$ cat src/rtl/fir_token_sequencer.sv
// fir_token_sequencer
//   Upstream controller for the FIR tap token chain. For every accepted input
//   sample it loads the token into stage 0 of the chain, steps it through NTAPS
//   tap positions (one per unstalled cycle), and then checks that the token has
//   come out of the last stage. The MAC datapath gets a tap index and
//   accumulator clear/done strobes, and a lost token sets a sticky error.
//
// Parameters
//   NTAPS  number of tap stages in the chain (>= 2)
//   IDX_W  width of tap_idx (2**IDX_W >= NTAPS)
//
// Ports
//   clk           rising-edge clock
//   rst_n         asynchronous active-low reset
//   sample_valid  upstream has a new sample
//   sample_ready  sequencer can accept a sample (IDLE only)
//   stall         datapath back-pressure; freezes token stepping in RUN
//   tok_ret       token output of the last chain stage
//   err_clr       clears the sticky tok_err
//   chain_init    loads the token into chain stage 0
//   chain_en      chain shift enable
//   tap_valid     tap_idx is valid this cycle; MAC must consume it
//   tap_idx       current tap position, 0..NTAPS-1
//   acc_clr       clear the MAC accumulator
//   acc_done      one-cycle pulse: accumulation for the sample is complete
//   tok_err       sticky: token did not return after the last tap
module fir_token_sequencer #(
  parameter int NTAPS = 8,
  parameter int IDX_W = 3
) (
  input  logic             clk,
  input  logic             rst_n,
  input  logic             sample_valid,
  output logic             sample_ready,
  input  logic             stall,
  input  logic             tok_ret,
  input  logic             err_clr,
  output logic             chain_init,
  output logic             chain_en,
  output logic             tap_valid,
  output logic [IDX_W-1:0] tap_idx,
  output logic             acc_clr,
  output logic             acc_done,
  output logic             tok_err
);

  typedef enum logic [1:0] {
    IDLE  = 2'd0,
    LOAD  = 2'd1,
    RUN   = 2'd2,
    CHECK = 2'd3
  } state_t;

  localparam logic [IDX_W-1:0] LAST_TAP = IDX_W'(NTAPS - 1);

  state_t           state_q, state_d;
  logic [IDX_W-1:0] cnt_q, cnt_d;
  logic             tok_err_q, tok_err_d;

  always_comb begin
    state_d   = state_q;
    cnt_d     = cnt_q;
    tok_err_d = tok_err_q;
    // Clear first so that a token loss in the same cycle overrides it.
    if (err_clr) tok_err_d = 1'b0;
    unique case (state_q)
      IDLE: begin
        if (sample_valid) state_d = LOAD;
      end
      LOAD: begin
        cnt_d   = '0;
        state_d = RUN;
      end
      RUN: begin
        if (!stall) begin
          // Last tap leaves cnt parked on NTAPS-1 rather than wrapping.
          if (cnt_q == LAST_TAP) state_d = CHECK;
          else                   cnt_d   = cnt_q + 1'b1;
        end
      end
      CHECK: begin
        state_d = IDLE;
        if (!tok_ret) tok_err_d = 1'b1;
      end
      default: state_d = IDLE;
    endcase
  end

  always_ff @(posedge clk or negedge rst_n) begin
    if (!rst_n) begin
      state_q   <= IDLE;
      cnt_q     <= '0;
      tok_err_q <= 1'b0;
    end else begin
      state_q   <= state_d;
      cnt_q     <= cnt_d;
      tok_err_q <= tok_err_d;
    end
  end

  // Outputs are decodes of registered state; only chain_en and tap_valid
  // see stall directly. acc_done reports the token check made during the
  // CHECK cycle itself so the done pulse lands in that cycle.
  always_comb begin
    sample_ready = (state_q == IDLE);
    chain_init   = (state_q == LOAD);
    acc_clr      = (state_q == LOAD);
    tap_valid    = (state_q == RUN) && !stall;
    chain_en     = (state_q == LOAD) || (state_q == CHECK) ||
                   ((state_q == RUN) && !stall);
    tap_idx      = (state_q == RUN) ? cnt_q : '0;
    acc_done     = (state_q == CHECK) && tok_ret;
    tok_err      = tok_err_q;
  end

endmodule

$ cat config.mk
export PLATFORM = sky130hd
export DESIGN_NAME = fir_token_sequencer
export DESIGN_NICKNAME = d
export VERILOG_FILES = /design/src/rtl/fir_token_sequencer.sv
export SDC_FILE = /design/constraint.sdc
export NUM_CORES = 1
export LEC_CHECK = 0
export ABC_AREA = 1
export CORE_AREA = 2 2 39 41
export CTS_BUF_LIST = sky130_fd_sc_hd__clkbuf_4
export DETAILED_ROUTE_END_ITERATION = 16
export DIE_AREA = 0 0 41 43
export PLACE_DENSITY = 0.75
export SLEW_MARGIN = 10
export SYNTH_ARGS = -nofsm -noshare
export SYNTH_HDL_FRONTEND = slang
export SYNTH_SLANG_ARGS = --single-unit
$ cat constraint.sdc
create_clock -name clk -period 1.32 [get_ports clk]
set_clock_uncertainty 0.2 [all_clocks]
set_input_delay 0.396 -clock clk [delete_from_list [all_inputs] [get_ports clk]]
set_output_delay 0.396 -clock clk [all_outputs]
set_load 0.005 [all_outputs]
==> impl_metrics.py <==
metrics = {
    "grt": {
        "grt_util_all_layers_pct": 18.2,
        "grt_pass1_wl_um": 2070,
        "grt_pass1_vias": 542,
        "grt_overflow_total": 0,
        "grt_max_degree": 7,
        "antenna_found_initial": 0,
    },
    "sta": {
        "setup_violations": 15,
        "worstMarginPinSlew_ns": 0.311,
        "final-hold-violation-count": 0,
        "drv_slew": 0,
        "final.min_clock_period_ns": 1.84,
        "relSlewSlack_pct": 79.2,
        "rsz0062_at_grt": "yes",
        "worst_slack_ns": -0.517,
        "max_freq_mhz": 544,
        "min_period_over_period_pct": 139,
    },
    "setup_path": {
        "regToRegStartpoint": "state_q[0]$_DFFE_PN0P_",
        "crit_path_start_kind": "flop",
        "reg2reg_to": "state_q[1]$_DFFE_PN0P_",
        "crit_required_ns": 0.72,
        "worstSetupEndpointType": "output pin",
        "worst-setup-path-type": "reg2out",
        "critPathMaxFanout": 4,
        "cp.arrival_ns": 1.24,
        "ff2ff_path_depth": 8,
        "r2r_slack_ns": -0.28,
    },
    "floorplanning": {
        "start_util_pct": 33.3,
        "die_x_um": 41,
        "ios": 16,
        "core_area_sq_um": 1380,
        "dieArea_sq_um": 1760,
        "num_rows": 14,
        "die_h_um": 43,
    },
    "finish": {
        "layout-drive-gt1-share_pct": 56.6,
        "stdcell_count": 115,
        "n_antenna_cell": 0,
        "areaGrowthSynthToFinish_pct": 92.7,
        "post-route-util_pct": 64.1,
        "num-nets-final": 114,
        "fillers": 113,
    },
    "placed_design": {
        "gp_congestion": 0.775,
        "hpwl_um": 793,
        "portBuffers": 15,
        "dp.cells": 103,
    },
    "synth": {
        "synthDistinctLibCells": 11,
        "yosys.area.top_type_share_pct": 32.6,
        "yosys-top-cells-count": "nand2_1, inv_1, ha_1",
        "yosys.cell_count.top_type": "nand2_1",
        "syn_inst": 65,
        "synth-seq-area-share_pct": 32.6,
        "async_flop_share_pct": 100,
        "syn_area_sq_um": 460,
        "synth_edf_count": 0,
        "synth.avg_cell_area_sq_um": 7.08,
        "synth_warnings": 0,
        "synth_area_leaders": "dfrtp_1, ha_1, nand2_1, inv_1, nand3_1",
        "synth_nets": 78,
        "synth_largest_area_cell": "dfrtp_1",
        "ys_ff_latch": 6,
        "synth_top_flop_cell": "dfrtp_1",
    },
    "routing": {
        "drt_iter0_markers": 6,
        "wirelength_um": 1250,
        "vias_per_cell": 4.41,
        "drt_first_pass_iters": 4,
        "avgRoutedWirePerCell_um": 10.9,
        "vias": 507,
        "postRouteAntennaNets": 0,
        "drc_errors": 0,
    },
    "flow_run": {
        "drv_cap": 0,
    },
    "clock_network": {
        "cts.reportedPaths.clkPinSlew_ns": 0.05,
        "clkLatencyLatePin_ns": 0.25,
        "cts_tree": "done",
        "cts_root_buf": "clkbuf_4",
        "cts_buffers": 3,
        "cts.sinks": 6,
        "cts_htree_levels": 1,
        "cts_max_path_buffers": 2,
    },
    "run_status": {
        "outcome": "finished with violations",
        "violations": "negative setup slack",
    },
    "power": {
        "powerDensity_nw_per_um2": 2140,
        "ir_worst_vdd_mv": 1.12,
        "p_leak_uw": 0.000501,
    },
    "min_path": {
        "hold_class": "in2async",
    },
}
## worst max-delay path, cell delays in order (launching register included)
cell     delay, ns
dfrtp_2       0.43
inv_2         0.09
ha_4          0.16
buf_6         0.10
nand2_4       0.04
nand2_1       0.06
buf_2         0.10
## what timing repair did
| item | in CTS | in global routing |
|---|---|---|
| hold buffers | 0 | 0 |
| buffers inserted | 9 | 1 |
| setup endpoints to repair | 15 | 15 |
| pin swaps | 4 | 3 |
| gates resized for setup | 62 | 13 |
| hold endpoints to repair | 0 | 0 |
## where the power goes
part	internal, uW	total, uW	leakage (uW)	switching [uW]
clock network	103	176	0.0000138	72.5
logic	778	1390	0.000411	611
registers	260	329	0.0000764	69.3
total	1140	1890	0.000501	753
## kinds of logic (layout without fill, tap and decap cells)
kind of cell	count (synthesis)	after routing	share of synthesized area (%)
DFF	6	6	32.6
and+or+nand+nor	33	33	31.5
adders and majority gates	7	7	19.0
buffers and inverters	18	52	15.5
AOI/OAI and AO/OA	1	1	1.36
## placed cells by master, fill, tap and decap left out
cell	n
nand2_1	15
buf_6	13
inv_1	10
buf_4	10
inv_2	7
nand2_2	6
clkdlybuf4s50_1	5
nand3_1	4
ha_4	4
dfrtp_1	4
buf_2	4
nand2_4	3
clkbuf_4	3
nand4_1	2
ha_2	2
dfrtp_2	2
nor2_2	1
o22ai_1	1
nand3_4	1
nor2_1	1
ha_1	1
## layer usage
| layer | vias up | global-route usage (%) | part of all wire, % |
|---|---|---|---|
| li1 | 264 | - | - |
| met1 | 225 | 20.5 | 39 |
| met2 | 16 | 26.6 | 55 |
| met3 | 2 | 4.19 | 4.7 |
| met4 | 0 | 16.7 | 1.2 |
| met5 | - | 0 | 0 |
## registers in the layout (all words and copies together) (netlist names)
register	count
cnt_q	3
state_q	2
tok_err	1
## how the worst max path moves through the flow
stage | from | end | cells past startpoint
3_3_place_gp | stall | chain_en | 5
5_1_grt | state_q[0]$_DFFE_PN0P_ | chain_en | 6
3_5_place_dp | stall | chain_en | 5
6_report | state_q[0]$_DFFE_PN0P_ | chain_en | 6
4_1_cts | state_q[1]$_DFFE_PN0P_ | chain_en | 5
2_1_floorplan | state_q[0]$_DFFE_PN0P_ | chain_en | 4
## through the flow
stage | hold WS, ns | worst slack (ns) | total power (uW) | area, sq um | setup TNS (ns)
after global placement | 0.320 | -0.780 | 1260 | 716 | -6.78
after floorplan | -0.0996 | -0.0868 | 862 | 497 | -0.478
final | 0.201 | -0.517 | 1890 | 887 | -5.17
after detailed placement | 0.338 | -0.790 | 1280 | 716 | -6.95
after global routing | 0.208 | -0.567 | 2080 | 887 | -6.13
after CTS | 0.207 | -0.509 | 1760 | 835 | -5.08
## cell type report
| cell class | count | area [sq um] | area share (%) |
|---|---|---|---|
| well taps | 16 | 20.0 | 2.26 |
| clock buffers | 3 | 22.5 | 2.54 |
| inverters | 17 | 63.8 | 7.19 |
| repair buffers | 32 | 292 | 32.9 |
| flip-flops and latches | 6 | 153 | 17.2 |
| multi-input cells | 41 | 337 | 37.9 |
Note: power is estimated with default switching activity, not from simulation.
